## src/rtl/spi_mosi_miso_if.sv

```systemverilog
// rtl/spi_mosi_miso_if.sv - word-side handshake and serial lines of spi_mosi_miso
interface spi_mosi_miso_if #(
    parameter int W = 32
);
    logic [W-1:0] mosi_data;
    logic         mosi_ready;
    logic         transmit_ready;
    logic         mosi_out;
    logic         spi_clk;
    logic         miso_in;
    logic [W-1:0] miso_data;
    logic         miso_dv;
    logic         receive_ready;

    modport slave (
        input  mosi_data, mosi_ready, miso_in,
        output transmit_ready, receive_ready, mosi_out, spi_clk, miso_data, miso_dv
    );

    modport master (
        output mosi_data, mosi_ready, miso_in,
        input  transmit_ready, receive_ready, mosi_out, spi_clk, miso_data, miso_dv
    );
endinterface

```

## src/rtl/spi_mosi_miso.sv

```systemverilog
// rtl/spi_mosi_miso.sv - full-duplex SPI word shifter, mode 0, MSB first; SPI_LOOPBACK_EN feeds mosi_out back into the receiver
module spi_mosi_miso #(
    parameter int W    = 32,
    parameter int HALF = 1
) (
    input  logic            clk,
    input  logic            rst,
    spi_mosi_miso_if.slave  bus
);
    localparam int HW = (HALF > 1) ? $clog2(HALF) : 1;
    localparam int BW = $clog2(W);

    typedef enum logic {IDLE = 1'b0, BUSY = 1'b1} state_t;

    state_t        state_q, state_d;
    logic [W-1:0]  tx_q, rx_q, miso_data_q;
    logic [HW-1:0] hcnt_q;
    logic [BW-1:0] bcnt_q;
    logic          spi_clk_q, mosi_out_q, miso_dv_q;
    logic          accept, half_done, rise, fall, last, sample;

    assign accept    = (state_q == IDLE) && bus.mosi_ready;
    assign half_done = (state_q == BUSY) && (hcnt_q == HW'(HALF - 1));
    assign rise      = half_done && !spi_clk_q;
    assign fall      = half_done && spi_clk_q;
    assign last      = fall && (bcnt_q == BW'(W - 1));

`ifdef SPI_LOOPBACK_EN
    assign sample = mosi_out_q;
`else
    assign sample = bus.miso_in;
`endif

    always_ff @(posedge clk or negedge rst) begin
        if (!rst) state_q <= IDLE;
        else      state_q <= state_d;
    end

    always_comb begin
        state_d = state_q;
        case (state_q)
            IDLE:    if (accept) state_d = BUSY;
            BUSY:    if (last)   state_d = IDLE;
            default: state_d = IDLE;
        endcase
    end

    always_comb begin
        bus.transmit_ready = (state_q == IDLE);
        bus.receive_ready  = (state_q == IDLE);
        bus.spi_clk        = spi_clk_q;
        bus.mosi_out       = mosi_out_q;
        bus.miso_data      = miso_data_q;
        bus.miso_dv        = miso_dv_q;
    end

    // spi_clk toggles every HALF cycles; odd toggles are rising (sample), even are falling (shift out)
    always_ff @(posedge clk or negedge rst) begin
        if (!rst) begin
            tx_q        <= '0;
            rx_q        <= '0;
            miso_data_q <= '0;
            hcnt_q      <= '0;
            bcnt_q      <= '0;
            spi_clk_q   <= 1'b0;
            mosi_out_q  <= 1'b0;
            miso_dv_q   <= 1'b0;
        end else begin
            miso_dv_q <= 1'b0;
            if (accept) begin
                tx_q       <= bus.mosi_data;
                mosi_out_q <= bus.mosi_data[W-1];
                rx_q       <= '0;
                hcnt_q     <= '0;
                bcnt_q     <= '0;
                spi_clk_q  <= 1'b0;
            end else if (state_q == BUSY) begin
                if (half_done) begin
                    hcnt_q    <= '0;
                    spi_clk_q <= ~spi_clk_q;
                end else begin
                    hcnt_q <= hcnt_q + 1'b1;
                end
                if (rise) rx_q <= {rx_q[W-2:0], sample};
                if (fall) begin
                    if (last) begin
                        miso_data_q <= rx_q;
                        miso_dv_q   <= 1'b1;
                    end else begin
                        tx_q       <= tx_q << 1;
                        mosi_out_q <= tx_q[W-2];
                        bcnt_q     <= bcnt_q + 1'b1;
                    end
                end
            end
        end
    end
endmodule

```

## src/flat_wrapper.sv

```systemverilog
// flat-port wrapper written by rule: the top's interface ports become plain ports
module spi_mosi_miso_flat 
#(
    parameter int W    = 32,
    parameter int HALF = 1
)
  (clk, rst, bus_mosi_data, bus_mosi_ready, bus_miso_in, bus_transmit_ready, bus_receive_ready, bus_mosi_out, bus_spi_clk, bus_miso_data, bus_miso_dv);
  spi_mosi_miso_if #(.W(W)) bus_i ();
  input  logic clk;
  input  logic rst;
  input wire logic [$bits(bus_i.mosi_data)-1:0] bus_mosi_data;
  input wire logic [$bits(bus_i.mosi_ready)-1:0] bus_mosi_ready;
  input wire logic [$bits(bus_i.miso_in)-1:0] bus_miso_in;
  output wire logic [$bits(bus_i.transmit_ready)-1:0] bus_transmit_ready;
  output wire logic [$bits(bus_i.receive_ready)-1:0] bus_receive_ready;
  output wire logic [$bits(bus_i.mosi_out)-1:0] bus_mosi_out;
  output wire logic [$bits(bus_i.spi_clk)-1:0] bus_spi_clk;
  output wire logic [$bits(bus_i.miso_data)-1:0] bus_miso_data;
  output wire logic [$bits(bus_i.miso_dv)-1:0] bus_miso_dv;
  assign bus_i.mosi_data = bus_mosi_data;
  assign bus_i.mosi_ready = bus_mosi_ready;
  assign bus_i.miso_in = bus_miso_in;
  assign bus_transmit_ready = bus_i.transmit_ready;
  assign bus_receive_ready = bus_i.receive_ready;
  assign bus_mosi_out = bus_i.mosi_out;
  assign bus_spi_clk = bus_i.spi_clk;
  assign bus_miso_data = bus_i.miso_data;
  assign bus_miso_dv = bus_i.miso_dv;
  spi_mosi_miso #(.W(W), .HALF(HALF)) u_core (.clk(clk), .rst(rst), .bus(bus_i));
endmodule
```

## config.mk

```make
export PLATFORM = sky130hd
export DESIGN_NAME = spi_mosi_miso_flat
export DESIGN_NICKNAME = d
export VERILOG_FILES = /design/src/rtl/spi_mosi_miso_if.sv /design/src/rtl/spi_mosi_miso.sv /design/src/flat_wrapper.sv
export SDC_FILE = /design/constraint.sdc
export NUM_CORES = 1
export LEC_CHECK = 0
export CORE_MARGIN = 2
export CORE_UTILIZATION = 55
export CTS_CLUSTER_SIZE = 25
export DETAILED_ROUTE_END_ITERATION = 10
export PLACE_DENSITY = 0.89
export SYNTH_ARGS = -nofsm -noshare
export SYNTH_HDL_FRONTEND = slang
export SYNTH_SLANG_ARGS = --single-unit
```

## constraint.sdc

```tcl
create_clock -name clk -period 4.9 [get_ports clk]
set_input_delay 0.49 -clock clk [delete_from_list [all_inputs] [get_ports clk]]
set_output_delay 0.49 -clock clk [all_outputs]
set_load 0.02 [all_outputs]
```

After elaboration in Yosys (flattened, before gate mapping)

Cells that the tools add are included.

Add/subtract/negate cells: 2
Equal/unequal tests: 2
Muxes and demuxes: 28
Bitwise logic cells: 4
Reduce and logical (&&, ||, !) cells: 14

Operators with widths:

| operator                                                        | number |
|---|---|
| 31-bit 2-to-1 mux                                               | 4 |
| 32-bit 2-to-1 mux                                               | 3 |
| 5-bit 2-to-1 mux                                                | 4 |
| 1-bit 2-to-1 mux                                                | 16 |
| 2-bit nonzero test                                              | 4 |
| 5-bit by 1-bit adder with 5-bit output, second input constant   | 1 |
| 5-bit equality test, second input constant                      | 1 |
| 1-bit logical AND                                               | 5 |
| 1-bit NOT                                                       | 4 |
| 2-bit AND reduction                                             | 2 |
| 4-bit AND reduction                                             | 1 |
| 3-bit AND reduction                                             | 1 |
| 2-bit by 1-bit != test with 1-bit output, second input constant | 1 |
| 1-bit case mux with 2 select lines                              | 1 |
| 1-bit adder, second input constant                              | 1 |
| 1-bit logical NOT                                               | 1 |

Bits in registers: 105
Bits of input ports: 36
Output and inout bits: 37
Logic and storage cells: 59

Longest topological paths before layout

Gate-level depths: netlist (run 1).

Depth after elaboration: 8
Gate-level depth with buffers: 8
Depth with buffers taken out: 6

Least setup slack after synthesis (run 1)

No wires, ideal clock.

Path type: register to register
Start point: reg u_core.bcnt_q[0]
End point: reg u_core.tx_q[15]
Library setup time: 132 ps
Data arrival time: 1718 ps
Required time: 4768 ps
Slack: 3050 ps
Cell stages (with the launch flop): 9
Path buffers: 2
Clock period less this slack: 1850 ps
Cells stage by stage: dfrtp_1 -> ha_1 -> and3_1 -> ha_1 -> and4bb_1 -> buf_6 -> buf_6 -> mux2i_1 -> o21ai_1

Cells in the longest elaborated chain, start to end: 4

Ends and longest elaborated chain:

| element                                                   | line                | source |
|---|---|---|
| start: declaration                                        | spi_mosi_miso.sv:18 | `logic [BW-1:0] bcnt_q;` |
| start signal: assignment                                  | spi_mosi_miso.sv:92 | `bcnt_q <= bcnt_q + 1'b1;` |
| 5-bit equality test                                       | spi_mosi_miso.sv:26 | `assign last = fall && (bcnt_q == BW'(W - 1));` |
| 1-bit logical AND                                         | spi_mosi_miso.sv:26 |  |
| 2-bit by 1-bit != test with 1-bit output (no source line) | --                  |  |
| 3-bit AND reduction (no source line)                      | --                  |  |
| end signal: assignment                                    | spi_mosi_miso.sv:71 | `tx_q <= bus.mosi_data;` |
| end signal: assignment                                    | spi_mosi_miso.sv:90 | `tx_q <= tx_q << 1;` |
| end: declaration                                          | spi_mosi_miso.sv:16 | `logic [W-1:0] tx_q, rx_q, miso_data_q;` |

Every way passes these cells.
A chain may end at the register's enable or synchronous reset.

Final worst setup path (run 1)

Start point: reg u_core.bcnt_q[0]
End point: reg u_core.tx_q[5]

Same word-level chain as after synthesis.

==> results of run 1 <==
## layer usage
layer  GRT usage, %  vias up  share of wire, %
met3           3.58        9               4.5
met5              0        -                 0
met4           6.25        0               1.1
met1           27.0     1422                47
li1               -     1403                 -
met2           31.4       70                47
## logic make-up after synthesis
logic type	share of synthesized area (%)
AOI/OAI and AO/OA	6.10
xor gates and xnor gates	0.403
adders and majority gates	0.576
buffers and inverters	3.83
DFF	60.4
muxes	16.4
and+or+nand+nor	12.3
## power groups by stage
stage / Clock [mW] / Combinational (mW) / Sequential (mW)
floorplan: 0 / 0.694 / 1.50
global placement: 0 / 1.10 / 1.41
detailed placement: 0 / 1.14 / 1.42
CTS: 0.512 / 1.15 / 1.41
global route: 0.545 / 1.24 / 1.45
finish: 0.499 / 1.13 / 1.41
## sequential cells by signal, indices dropped and copies added, names as in the netlist
register              count
u_core.bcnt_q             5
u_core.bus.miso_data     32
u_core.bus.miso_dv        1
u_core.bus.mosi_out       1
u_core.bus.spi_clk        1
u_core.hcnt_q             1
u_core.rx_q              32
u_core.state_q            1
u_core.tx_q              31
## metrics by stage
stage          utilization, %  instances
2_1_floorplan               -        384
3_3_place_gp             66.0        536
3_5_place_dp             66.0        536
4_1_cts                  68.4        552
5_1_grt                  68.4        552
6_report                 68.4        552
## cells in the final DEF, fill, tap and decap left out, types with 2 or more instances in the layout
master	synthesis	final
sky130_fd_sc_hd__dfrtp_1	105	105
sky130_fd_sc_hd__nand2_1	101	101
sky130_fd_sc_hd__clkdlybuf4s50_1	0	71
sky130_fd_sc_hd__mux2i_1	35	35
sky130_fd_sc_hd__mux2_2	32	32
sky130_fd_sc_hd__o21ai_1	24	24
sky130_fd_sc_hd__a21oi_1	20	20
sky130_fd_sc_hd__nand3_1	13	13
sky130_fd_sc_hd__clkbuf_8	0	10
sky130_fd_sc_hd__o21ai_0	9	9
sky130_fd_sc_hd__nor2_1	5	5
sky130_fd_sc_hd__buf_4	1	4
sky130_fd_sc_hd__clkinvlp_4	0	3
sky130_fd_sc_hd__inv_1	2	2
sky130_fd_sc_hd__ha_1	2	2
sky130_fd_sc_hd__inv_6	0	2
## cell type report
type	instances	area share [%]
multi-input cells	252	29.8
flip-flops and latches	105	50.0
clock buffers	10	2.62
repair buffers	75	14.1
clock inverters	6	0.928
inverters	2	0.143
well taps	102	2.43
## worst max-delay path, delay by kind of cell (launching register included)
kind	cells	cell delay, ns
mux	1	0.30
simple gates	2	1.21
compound gates	1	0.11
fa+ha+maj	2	0.40
flops	1	0.42
## worst paths after layout
| kind | startpoint | end | slack, ns |
|---|---|---|---|
| worst max-delay path | u_core.bcnt_q[0]$_DFFE_PN0P_ | u_core.tx_q[5]$_DFFE_PN0P_ | 2.29 |
| worst min-delay path | rst | u_core.tx_q[8]$_DFFE_PN0P_ | 0.13 |
| worst max register to register | u_core.bcnt_q[0]$_DFFE_PN0P_ | u_core.tx_q[5]$_DFFE_PN0P_ | 2.29 |
| worst min register to register | u_core.bcnt_q[3]$_DFFE_PN0P_ | u_core.bcnt_q[3]$_DFFE_PN0P_ | 0.47 |
| max in group asynchronous | rst | u_core.tx_q[17]$_DFFE_PN0P_ | 3.63 |
| min in group clk | u_core.bcnt_q[3]$_DFFE_PN0P_ | u_core.bcnt_q[3]$_DFFE_PN0P_ | 0.47 |
==> results by stage, run 1 <==
Critical path:
- Data on the critical path arrives at its endpoint at 2.81 ns.
- Counting cells, the worst reg-to-reg path comes to 6.
- The worst-path cell with the longest stage delay is sky130_fd_sc_hd__and4bb_2.
- The largest incremental delay on the critical path is around 1.1 ns.
- Among the stages of the critical path, the cell type that occurs most often is sky130_fd_sc_hd__ha_1.
- The type of the setup path with the least slack is reg2reg.
- The worst setup path is launched from a flop.
- The endpoint type of the worst setup path is a flop.
- Data on the critical path is required at its endpoint by between 5 and 6 ns.
- The largest fanout on the critical path is 37.
- The critical path goes through ha_1, and3_1, ha_1, and4bb_2, mux2i_1, o21ai_0.

Global routing:
- The number of global-route vias before repair is roughly 2900.
- The number of antenna violations at the first check in global routing is 0.
- Entering global routing, the biggest net connects 57 pins.
- The first global-routing pass estimated between 10 and 15 mm of wire.
- The global route total overflow is 0.
- Global routing consumed, over all layers together, between 10% and 20% of the routing resources.

Routing:
- The vias after detailed routing is approximately 2900.
- The DRC marker count from the first detailed-route iteration is approximately 150.
- The final wirelength is approximately 8.0 mm.
- The DRC violation count after routing is 0.
- The first detailed-routing pass ran for 4 iterations.
- The count of nets left with antenna violations once routing finished came out at 0.
- In the routed layout, each cell is associated on average with a via count of approximately 5.3.
- The wire length per cell is 14.6 um.

CTS:
- The cell sitting at the root of the clock tree is a sky130_fd_sc_hd__clkbuf_8.
- After clock tree synthesis, the clock-pin slew on the worst setup and hold paths is about 0.09 ns.
- The count of clock tree sinks is ~110.
- The number of levels in the clock H-tree is 3.
- The insertion delay to the later sink of the worst-skew pair is 0.36 ns.
- The number of gates resized after CTS was 0.
- TritonCTS built the clock tree.
- No sink is reached through more buffers than the 2 on the longest clock path.
- The number of buffers added for setup after CTS is 0.
- The number of buffers added by the clock tree synthesis step is 9.
- The cts-stage hold buffer count is 0.

Placed design:
- At the placement stage, the worst setup path has a slack of ~2.3 ns.
- In this run the cell area measured after placement is roughly 5100 um2.
- At the end of routability-driven placement, the weighted congestion stood at approximately 0.74.
- The wire-length estimate of the detail-placed layout is 5.28 mm.
- The count of port buffers added during placement is between 70 and 80.

Floorplanning:
- The boundary pin count is between 70 and 80.
- The initial utilization of the core area, before any placement, comes to between 50% and 60%.
- The die is around 93 um tall.
- The number of placement rows is 32.
- The die area is 8630 um2.
- The floorplan step defined a core boundary enclosing around 7700 um2.
- The x dimension of the die is between 90 and 100 um.

Synth:
- Synthesis produced roughly 380 cells.
- The synthesized design spends more area on one cell type than any other, namely sky130_fd_sc_hd__dfrtp_1.
- The most common cell in the synthesized netlist is sky130_fd_sc_hd__dfrtp_1.
- During synthesis, Yosys emitted a total of 0 warnings.
- In the synthesized netlist, the cells that appear most often are sky130_fd_sc_hd__dfrtp_1, sky130_fd_sc_hd__nand2_1, sky130_fd_sc_hd__mux2i_1.
- For this run, the register share of the synthesized area comes to around 60%.
- The synthesized net count is 422.
- The unique cell type count in the Yosys netlist is 25.
- After synthesis the netlist holds a flip-flop and latch count of approximately 110.
- In the post-synthesis netlist, the biggest area contributors are sky130_fd_sc_hd__dfrtp_1, sky130_fd_sc_hd__nand2_1, sky130_fd_sc_hd__mux2_2.
- The synthesized netlist occupies a cell area of between 4000 and 5000 um2.
- Among all flip-flop cells after synthesis, the most frequent one is sky130_fd_sc_hd__dfrtp_1.
- The share of the synthesized area in the top cell type is about three fifths.
- The number of enable flip-flop cells after synthesis is 0.
- The share of flip-flops with an asynchronous set or reset is 100%.
- The average size of a mapped cell is between 10 and 15 um2.

STA:
- For the pin with the worst max-slew slack, the measured transition is ~1.2 ns.
- The number of hold violations in the final report is 0.
- The post-route minimum period is between 2 and 3 ns.
- Setup repair after global routing left no endpoint under its margin.
- The tightest hold margin is between 0.1 and 0.15 ns.
- The final sum of negative setup slack is 0 ns.
- The final setup violation count is 0.
- The clock skew is about 0.012 ns.
- The fmax is 383 MHz.
- The worst pin sits at a relative slew slack of between 10% and 20%.
- The worst setup margin is about 2.3 ns.
- Of the available clock period, the critical path in the final layout requires between 50% and 60%.
- The final count of pins violating max slew came to 0.

Flow run:
- Across the run, the number of max-cap violations was 0.

Pwr:
- Summed over all cells, the static leakage comes to 2.49 nW.
- The clock group share of total power is 16.4%.
- The overall power consumption is around 3.0 mW.
- The ratio of total power to cell area is roughly 580 nW/um2.
- The worst vdd rail ir drop is approximately 0.33 mV.
- The logic gate share of total power is 37.3%.
- Net switching is a little over a third of the power.
- In this run the power spent charging and discharging nets is ~1.1 mW.
- Internal power comes to 1.95 mW.
- The relative contribution of sequential cells to total power is a little under half.

Cells and area:
- The net count of the finished layout is 483.
- Cells with a size suffix above 1 make up 12.4% of the layout.
- The number of fill cells is 575.
- Relative to the synthesized area, the layout overhead comes to 20.9%.
- The storage element area is 2630 um2.
- The diode insertion count for antenna repair is 0.
- The finished cells cover roughly 5300 um2.
- The area taken by multi-input logic gates is approximately 1600 um2.

Run status:
- The run finished with clean final reports.

Hold path:
- The tightest min-delay check is of the in2async type.
Note: power is estimated with default switching activity, not from simulation.
==> run 2, diff against run 1 <==
--- a/config.mk
+++ b/config.mk
@@ -6,10 +6,10 @@
 export NUM_CORES = 1
 export LEC_CHECK = 0
 export CORE_MARGIN = 2
-export CORE_UTILIZATION = 55
+export CORE_UTILIZATION = 48
 export CTS_CLUSTER_SIZE = 25
 export DETAILED_ROUTE_END_ITERATION = 10
-export PLACE_DENSITY = 0.89
+export PLACE_DENSITY = 0.83
 export SYNTH_ARGS = -nofsm -noshare
 export SYNTH_HDL_FRONTEND = slang
 export SYNTH_SLANG_ARGS = --single-unit
==> constraint.sdc (replaced) <==
create_clock -name clk -period 2.09 [get_ports clk]
set_input_delay 0.209 -clock clk [delete_from_list [all_inputs] [get_ports clk]]
set_output_delay 0.209 -clock clk [all_outputs]
set_load 0.02 [all_outputs]
==> run 2 against run 1 <==
Compared with the run above: hold slack better by 0.24 ns; setup slack worse by 2.2 ns; flip-flop and latch count is the same; count of clock-buffer cells in the layout unchanged; critical path type unchanged; highest routed layer unchanged.
==> results by stage, run 2 (synthesized netlist as in run 1, its figures left out) <==
CTS:
- The worst-case clock buffer depth is 2 (unchanged).
- Clock tree synthesis selected as its root buffer the cell sky130_fd_sc_hd__clkbuf_8.
- TritonCTS built the clock tree.
- The number of buffers added by the clock tree synthesis step was 9 (unchanged).
- The number of levels in the clock H-tree is 3 (unchanged).
- The clock slew at the register clock pins of the worst setup and hold paths is 0.10 ns (about the same).
- The insertion delay to the later sink of the worst-skew pair is 0.36 ns (about the same).
- The count of clock tree sinks was 105 (unchanged).

Critical path:
- The signal on the critical path passes through ha_1, and3_1, ha_1, and4bb_4, buf_12, mux2i_1, o21ai_1.
- The required time of the critical path was 2.32 ns (-2.79 ns).
- The endpoint type of the worst setup path is a flop.
- The largest fanout on the critical path is 10 (-73%).
- The top cell family by delay on the critical path is simple AND/OR/NAND/NOR gates.
- The nature of the critical path startpoint is a flop.
- The most common cell type on the critical path is sky130_fd_sc_hd__ha_1.
- The arrival time of data at the critical path endpoint is 2.22 ns (-0.59 ns).
- The largest incremental delay on the critical path is 0.44 ns (-0.62 ns).
- The type of the setup path with the least slack is reg2reg.
- The total buffers and inverters traversed by the critical path is 1 (+1).
- The worst-path cell with the longest stage delay is sky130_fd_sc_hd__and4bb_4.

Floorplanning:
- The die area is 9830 um2 (+14%).
- The number of placement rows is 34 (+6.3%).
- The initial core utilization came to 49.6% (-6.9 points).
- The x dimension of the die is 99.2 um (+6.7%).
- The core region area is 8760 um2 (+14%).
- The vertical extent of the die came to 99.2 um (+6.7%).
- The boundary pin count is 73 (unchanged).

Pwr:
- The relative contribution of sequential cells to total power is 43.8% (-2.5 points).
- The clock group share of total power is 17.2% (+0.8 points).
- The logic gate share of total power is 38.9% (+1.6 points).
- The worst vdd rail ir drop is 0.620 mV (+87%).
- The static leakage is 2.58 nW (+3.8%).
- The cell internal power dissipation is 4.90 mW (+150%).
- The reported net switching power is 2.64 mW (+140%).
- The switching fraction of total power is 35.0% (-0.92 points).
- The ratio of total power to cell area is 1380 nW/um2 (+140%).

Global routing:
- The overall track demand over capacity in global routing is 17.9% (-1.6 points).
- The number of global-route vias before repair is 2994 (+4.0%).
- The global route total overflow is 0 (unchanged).
- The pin count of the biggest net entering global routing is 64 (+12%).
- The global-route wire length before repair is 14.2 mm (+6.0%).
- The number of antenna violations at the first check in global routing is 0 (unchanged).

Hold path:
- The min-delay analysis places its worst path in the category in2async.

Run status:
- The flow ran to the end, and the final reports show no timing, DRC or antenna violations.

Routing:
- The DRC violation count after routing is 0 (unchanged).
- The final wirelength is 8.32 mm (+3.5%).
- The first-pass iteration count of the detailed router was 5 (+1).
- The wire length per cell is 14.6 um (+0.58%).
- The number of nets with antenna violations after routing is 0 (unchanged).
- The average vias per placed instance was 5.16 (-1.8%).
- The vias after detailed routing is 2933 (+1.0%).
- The DRC marker count from the first detailed-route iteration is 153 (unchanged).

STA:
- The fmax is 504 MHz (+31%).
- The normalized max-slew margin is 56.4% (+38 points).
- The clock skew is 0.0117 ns (+0.0000171 ns).
- The final setup violation count was 0 (unchanged).
- The final count of pins violating max slew is 0 (unchanged).
- The worst setup margin was 0.104 ns (-2.19 ns).
- The post-route minimum period is 1.99 ns (-0.622 ns).
- The final period utilization is 95.0% (+42 points).
- The number of hold violations in the final report was 0 (unchanged).
- The transition time at the pin with the least slew margin was 0.654 ns (-0.567 ns).

Cells and area:
- The most common cell after layout, fill and taps aside is sky130_fd_sc_hd__dfrtp_1.
- The fraction of final layout cells sized beyond drive strength 1 is 14.3% (+1.9 points).
- The diode insertion count for antenna repair is 0 (unchanged).
- The final non-filler cell area is 5460 um2 (+3.9%).
- The count of nets after finishing came to 493 (+2.1%).
- The area taken by multi-input logic gates is 1570 um2 (+0.48%).
- The area growth from synthesis to layout is 25.6%.
- The library cells used most frequently in the layout, excluding fill and tap cells, are sky130_fd_sc_hd__dfrtp_1, sky130_fd_sc_hd__nand2_1, sky130_fd_sc_hd__clkdlybuf4s50_1.
- The number of fill cells is 720 (+25%).
- The storage element area is 2630 um2 (unchanged).

Placed design:
- The routability-driven placement congestion ratio is 0.730 (-1.9%).
- The count of port buffers added during placement is 72 (unchanged).
- The post-placement cell area came to 5170 um2 (+2.0%).
- The detailed placer's ending HPWL is 5.47 mm (+3.7%).
- The setup slack after placement is 0.139 ns (-2.16 ns).

Flow run:
- The total of max-cap violations came to 0 (unchanged).
-- run 2: worst register-to-register path: stages, from the launching register on --
cell and delay [ns]:
sky130_fd_sc_hd__dfrtp_1 0.40, sky130_fd_sc_hd__ha_1 0.21, sky130_fd_sc_hd__and3_1 0.15, sky130_fd_sc_hd__ha_1 0.19
sky130_fd_sc_hd__and4bb_4 0.44, sky130_fd_sc_hd__buf_12 0.17, sky130_fd_sc_hd__mux2i_1 0.22, sky130_fd_sc_hd__o21ai_1 0.10
-- run 2: area by class of cell --
type                            count  area share (%)
Timing Repair Buffer               85            16.5
Tap cell                          108            2.48
Sequential cell                   105            48.1
Clock inverter                      6            1.35
Clock buffer                       10            2.52
Multi-Input combinational cell    252            28.8
Inverter                            2           0.138
-- run 2: what timing repair did --
| item | 4_1_cts | 5_1_grt |
|---|---|---|
| setup endpoints to repair | 0 | 1 |
| gates resized for setup | 0 | 2 |
| buffers inserted | 0 | 1 |
| hold buffers | 1 | 0 |
| endpoints found under the hold margin | 40 | 0 |
-- run 2: worst paths after layout --
path | slack [ns] | to | start | cells after the start
worst max-delay path | 0.10 | u_core.tx_q[20]$_DFFE_PN0P_ | u_core.bcnt_q[0]$_DFFE_PN0P_ | 7
worst min-delay path | 0.37 | u_core.tx_q[7]$_DFFE_PN0P_ | rst | 2
worst max register to register | 0.10 | u_core.tx_q[20]$_DFFE_PN0P_ | u_core.bcnt_q[0]$_DFFE_PN0P_ | 7
worst min register to register | 0.49 | u_core.bcnt_q[3]$_DFFE_PN0P_ | u_core.bcnt_q[3]$_DFFE_PN0P_ | 1
max in group asynchronous | 1.07 | u_core.tx_q[30]$_DFFE_PN0P_ | rst | 3
min in group clk | 0.38 | u_core.tx_q[7]$_DFFE_PN0P_ | bus_mosi_data[7] | 3
-- run 2: metrics by stage --
| stage | std cells | TNS, ns | total power, mW | utilization (%) | hold slack (ns) |
|---|---|---|---|---|---|
| global route | 568 | -0.0222 | 8.07 | 62.3 | 0.383 |
| CTS | 565 | 0 | 7.46 | 61.6 | 0.364 |
| floorplan | 384 | 0 | 5.15 | - | -0.0866 |
| finish | 568 | 0 | 7.55 | 62.3 | 0.370 |
| detailed placement | 548 | 0 | 6.15 | 59.0 | 0.228 |
| global placement | 548 | 0 | 6.00 | 59.0 | 0.221 |
-- run 2: power groups by stage --
stage | combinational, mW | clock (mW) | sequential (mW)
6_report | 2.94 | 1.30 | 3.31
5_1_grt | 3.22 | 1.43 | 3.42
4_1_cts | 2.81 | 1.33 | 3.32
3_5_place_dp | 2.80 | 0 | 3.35
3_3_place_gp | 2.69 | 0 | 3.31
2_1_floorplan | 1.63 | 0 | 3.52
-- run 2: layer usage --
layer | vias to the layer above | track usage (%) | routed length [um]
li1 | 1430 | - | -
met1 | 1427 | 26.1 | 3930
met2 | 70 | 27.2 | 3900
met3 | 6 | 3.44 | 402
met4 | 0 | 5.80 | 84
met5 | - | 0 | 0
==> run 3, diff against run 2 <==
--- a/config.mk
+++ b/config.mk
@@ -10,6 +10,7 @@
 export CTS_CLUSTER_SIZE = 25
 export DETAILED_ROUTE_END_ITERATION = 10
 export PLACE_DENSITY = 0.83
+export SKIP_CTS_REPAIR_TIMING = 1
 export SYNTH_ARGS = -nofsm -noshare
 export SYNTH_HDL_FRONTEND = slang
 export SYNTH_SLANG_ARGS = --single-unit
==> run 3 against run 2 <==
Compared with the run above: non-clock buffer count unchanged; core utilization unchanged; first-iteration DRC count increased by 3.3%; count of clock-buffer cells in the layout unchanged; fmax about the same.
==> results by stage, run 3 (synthesized netlist as in run 1, its figures left out) <==
Critical path:
- Grouping stages by cell kind, the critical path spends the most delay in simple AND/OR/NAND/NOR gates.
- Counting stages on the worst path, the most repeated cell is sky130_fd_sc_hd__ha_1.
- The logic depth of the worst register-to-register path came to 7 (unchanged).
- The required time of the critical path is 2.32 ns (about the same).
- STA classifies the critical path startpoint as a flop.
- The total buffers and inverters traversed by the critical path was 1 (unchanged).
- The arrival time of data at the critical path endpoint is 2.22 ns (about the same).
- The worst setup path is captured at a flop.
- The largest incremental delay on the critical path came to 0.44 ns (about the same).
- The largest fanout on the critical path came to 10 (unchanged).
- The reg-to-reg critical path startpoint is u_core.bcnt_q[0]$_DFFE_PN0P_.
- The endpoint identified for the worst register-to-register timing path is u_core.tx_q[20]$_DFFE_PN0P_.
- By startpoint and endpoint, the worst setup path is classified as reg2reg.
- The internal reg-to-reg setup slack is 0.10 ns (about the same).
- Traced cell by cell, the critical path runs through ha_1, and3_1, ha_1, and4bb_4, buf_12, mux2i_1, o21ai_1.
- On the critical path, the stage with the largest delay is an instance of sky130_fd_sc_hd__and4bb_4.

Hold path:
- The min-delay analysis places its worst path in the category in2async.

CTS:
- The clock tree from TritonCTS is built.
- The number of levels in the clock H-tree is 3 (unchanged).
- The number of buffers added by the clock tree synthesis step is 9 (unchanged).
- The clock root buffer master is sky130_fd_sc_hd__clkbuf_8.
- The insertion delay to the later sink of the worst-skew pair is 0.36 ns (about the same).
- The worst-case clock buffer depth is 2 (unchanged).
- The clock slew at the register clock pins of the worst setup and hold paths was 0.10 ns (about the same).
- The count of clock tree sinks is 105 (unchanged).

Cells and area:
- The post-route non-filler standard cell count is 568 (unchanged).
- The number of fill cells is 720 (unchanged).
- Leaving out fill and tap cells, the most frequent cell in the layout is sky130_fd_sc_hd__dfrtp_1.
- The diode insertion count for antenna repair is 0 (unchanged).
- The count of nets after finishing is 493 (unchanged).
- Leaving out fill and tap cells, the most frequent cells in the layout are sky130_fd_sc_hd__dfrtp_1, sky130_fd_sc_hd__nand2_1, sky130_fd_sc_hd__clkdlybuf4s50_1.
- The area growth from synthesis to layout came to 25.6% (unchanged).
- The fraction of final layout cells sized beyond drive strength 1 is 14.3% (unchanged).

Pwr:
- The cell internal power dissipation was 4.90 mW (about the same).
- The logic gate share of total power was 38.9% (about the same).
- The reported net switching power is 2.64 mW (about the same).
- The worst vdd rail ir drop is 0.620 mV (about the same).
- The static leakage was 2.58 nW (unchanged).
- The ratio of total power to cell area is 1380 nW/um2 (about the same).
- The relative contribution of sequential cells to total power is 43.8% (about the same).
- The switching fraction of total power is 35.0% (about the same).
- The clock group share of total power was 17.2% (about the same).

Global routing:
- The number of antenna violations at the first check in global routing is 0 (unchanged).
- The overall track demand over capacity in global routing was 17.8% (about the same).
- The global-route wire length before repair is 14.2 mm (-0.15%).
- The global route total overflow is 0 (unchanged).
- The number of global-route vias before repair is 2987 (-0.23%).
- The pin count of the biggest net entering global routing is 64 (unchanged).

Placed design:
- The routability-driven placement congestion ratio is 0.730 (unchanged).
- The count of port buffers added during placement is 72 (unchanged).
- The number of placed cells counting well taps is 548 (unchanged).
- The detailed placer's ending HPWL is 5.47 mm (unchanged).

Floorplanning:
- The x dimension of the die is 99.2 um (unchanged).
- The number of placement rows is 34 (unchanged).
- The core region area came to 8760 um2 (unchanged).
- The die area is 9830 um2 (unchanged).
- The initial core utilization is 49.6% (unchanged).
- The boundary pin count was 73 (unchanged).
- The vertical extent of the die was 99.2 um (unchanged).

Routing:
- The vias after detailed routing was 2935 (+0.068%).
- The final wirelength came to 8.30 mm (-0.29%).
- The DRC marker count from the first detailed-route iteration was 158 (+3.3%).
- The first-pass iteration count of the detailed router is 6 (+1).
- The wire length per cell came to 14.6 um (-0.29%).
- The number of nets with antenna violations after routing was 0 (unchanged).
- The average vias per placed instance is 5.17 (about the same).
- The DRC violation count after routing is 0 (unchanged).

STA:
- The post-route minimum period was 1.99 ns (-0.000540 ns).
- The fmax is 504 MHz (about the same).
- The number of hold violations in the final report is 0 (unchanged).
- The final sum of negative setup slack is 0 ns (unchanged).
- The tightest hold margin came to 0.370 ns (-0.000573 ns).
- The final period utilization came to 95.0% (about the same).
- The final setup violation count was 0 (unchanged).
- The final count of pins violating max slew came to 0 (unchanged).
- The normalized max-slew margin is 55.9% (-0.51 points).
- The transition time at the pin with the least slew margin came to 0.662 ns (+0.00769 ns).
- The clock skew is 0.0121 ns (+0.000448 ns).

Flow run:
- The total of max-cap violations is 0 (unchanged).

Run status:
- The run finished with clean final reports.
-- run 3: metrics by stage --
stage / setup slack (ns) / total power, mW / cell area, um2 / util, %
after global placement: 0.229 / 6.00 / 5170 / 59.0
after CTS: 0.118 / 7.46 / 5380 / 61.4
after detailed placement: 0.139 / 6.15 / 5170 / 59.0
after floorplan: 0.240 / 5.15 / 4350 / -
after global routing: -0.0222 / 8.07 / 5460 / 62.3
final: 0.104 / 7.55 / 5460 / 62.3
-- run 3: metal layers --
layer / share of wire, % / routed length (um) / track usage [%] / vias to the layer above
met5: 0 / 0 / 0 / -
met2: 47 / 3870 / 27.1 / 69
met4: 1.0 / 84 / 5.80 / 0
met3: 4.9 / 403 / 3.44 / 6
met1: 47 / 3940 / 26.2 / 1431
li1: - / - / - / 1429
-- run 3: layout make-up --
type / instances / area [um2] / area share, %
sequential: 105 / 2630 / 48.1
timing repair buffer: 85 / 903 / 16.5
inverter: 2 / 7.51 / 0.138
clock buffer: 10 / 138 / 2.52
multi-input combinational: 252 / 1570 / 28.8
tap: 108 / 135 / 2.48
clock inverter: 6 / 73.8 / 1.35
-- run 3: worst max-delay path by stage --
stage                            startpoint                          end  cells after the start
2_1_floorplan  u_core.bcnt_q[0]$_DFFE_PN0P_  u_core.tx_q[15]$_DFFE_PN0P_                      8
3_3_place_gp   u_core.bcnt_q[0]$_DFFE_PN0P_   u_core.tx_q[3]$_DFFE_PN0P_                      7
3_5_place_dp   u_core.bcnt_q[0]$_DFFE_PN0P_  u_core.tx_q[10]$_DFFE_PN0P_                      7
4_1_cts        u_core.bcnt_q[0]$_DFFE_PN0P_  u_core.tx_q[26]$_DFFE_PN0P_                      7
5_1_grt        u_core.bcnt_q[0]$_DFFE_PN0P_  u_core.tx_q[20]$_DFFE_PN0P_                      7
6_report       u_core.bcnt_q[0]$_DFFE_PN0P_  u_core.tx_q[20]$_DFFE_PN0P_                      7
-- run 3: power by group through the flow --
stage | logic, mW | registers (mW) | clock network (mW)
after floorplan | 1.63 | 3.52 | 0
after global placement | 2.69 | 3.31 | 0
after detailed placement | 2.80 | 3.35 | 0
after CTS | 2.80 | 3.32 | 1.33
after global routing | 3.22 | 3.42 | 1.43
final | 2.94 | 3.31 | 1.30
==> patch: new RTL, config.mk and constraints of run 3 <==
`W` is set to 32 in 3 places; all go to 64.
--- a/src/rtl/spi_mosi_miso_if.sv
+++ b/src/rtl/spi_mosi_miso_if.sv
@@ -1,5 +1,5 @@
 // rtl/spi_mosi_miso_if.sv - word-side handshake and serial lines of spi_mosi_miso
 interface spi_mosi_miso_if #(
-    parameter int W = 32
+    parameter int W = 64
 );
     logic [W-1:0] mosi_data;
--- a/src/rtl/spi_mosi_miso.sv
+++ b/src/rtl/spi_mosi_miso.sv
@@ -1,5 +1,5 @@
 // rtl/spi_mosi_miso.sv - full-duplex SPI word shifter, mode 0, MSB first; SPI_LOOPBACK_EN feeds mosi_out back into the receiver
 module spi_mosi_miso #(
-    parameter int W    = 32,
+    parameter int W    = 64,
     parameter int HALF = 1
 ) (
--- a/src/flat_wrapper.sv
+++ b/src/flat_wrapper.sv
@@ -2,5 +2,5 @@
 module spi_mosi_miso_flat 
 #(
-    parameter int W    = 32,
+    parameter int W    = 64,
     parameter int HALF = 1
 )
Interface: changed (resized bus_miso_data and bus_mosi_data); port bits go from 73 to 137. No check against the original RTL was run, so the function may have changed too.
==> patch against run 3 <==
Count of clock-buffer cells in the layout is 22 higher; power is 84% higher; sequential cell count is 97 higher; combinational power is 51% higher; worst setup slack better by 0.021 ns; global-route usage is 2.1 points higher; area after synthesis is 100% higher; maximum frequency is 1.1% higher; non-clock buffer count is 69 higher; clock skew is 0.0045 ns higher; largest power group unchanged; cell area is 100% higher; routed wire length is 140% higher; largest cell class unchanged.
==> patch: results (changes against run 3) <==
top cells by area in the synthesized netlist=dfrtp_1 57%, a311o_1 7.1%, o211a_1 7.1% (was dfrtp_1 60%, nand2_1 8.7%, mux2_2 8.3%); Cells after Synth=765 (was 384); Post-synth top cells=202 x dfrtp_1, 133 x nand2_1, 66 x a21oi_1, 65 x and2_1 (was 105 x dfrtp_1, 101 x nand2_1, 35 x mux2i_1, 32 x mux2_2, 24 x o21ai_1); die width=140.0 um (was 99.16 um); number of buffers added on ports=136 (was 72); VDD IR max=0.0007451 V (was 0.0006199 V); routed wl met3=1637 um (was 403 um); placer congestion estimate=0.7247 (was 0.7295); vias in the first global route=6434 (was 2987); hpwl dp=11560 um (was 5473 um); largest net degree at the start of global routing=68 (was 64); dpl ws=0.3523 ns (was 0.1391 ns); met1 WL=8625 um (was 3935 um); met2 GRT Util=31.35% (was 27.13%); Root Driver=clkbuf_16 (was clkbuf_8); Initial DRC Count=444 (was 158); post-route cell area=11130 sq um (was 5459 sq um); vias per inst=5.750 (was 5.167); Pleak=5.511 nW (was 2.580 nW); CTS Buf Count=22 (was 9); CP max stage delay=0.62 ns (was 0.44 ns); Worst Skew=0.01660 ns (was 0.01214 ns); Synth cell types=38 (was 25); Worst Setup EP=bus_receive_ready (was u_core.tx_q[20]); Slew HR=54.10% (was 55.88%); crit path launch=u_core.state_q (was u_core.bcnt_q[0]); Max H-tree Level=1 (was 3); CTS Buffer Depth=3 (was 2); crit path DAT=1.76 ns (was 2.22 ns); Fill cells=1452 (was 720); share of post-route cells with drive strength above 1=12.66% (was 14.35%); status=finished, final reports clean (unchanged); slowest CP cell=clkdlybuf4s50_1 (was and4bb_4); Crit Path Max Fanout=8 (was 10); worst setup margin=0.1260 ns (was 0.1045 ns)
[patch: kinds of logic (layout without fill, tap and decap cells)]
group	count (synthesis)	after routing	synth area share (%)
adders and majority gates	1	1	0.1409
AOI/OAI and AO/OA	200	200	18.58
DFF	202	202	56.94
and+or+nand+nor	215	215	11.52
buffers and inverters	78	198	4.158
muxes	68	68	8.569
xor gates and xnor gates	1	1	0.09868
[patch: final cells by class]
| type | count | area share, % |
|---|---|---|
| clock buffer | 32 | 5.462 |
| tap | 229 | 2.574 |
| clock inverter | 7 | 0.4720 |
| timing repair buffer | 154 | 14.62 |
| sequential | 202 | 45.40 |
| multi-input combinational | 485 | 31.30 |
| inverter | 5 | 0.1686 |
[patch: where the power goes]
part	switching (mW)	leakage, nW	internal (mW)
Sequential	0.796	2.74	5.05
Clock	1.52	0.327	2.03
Combinational	2.50	2.44	1.95
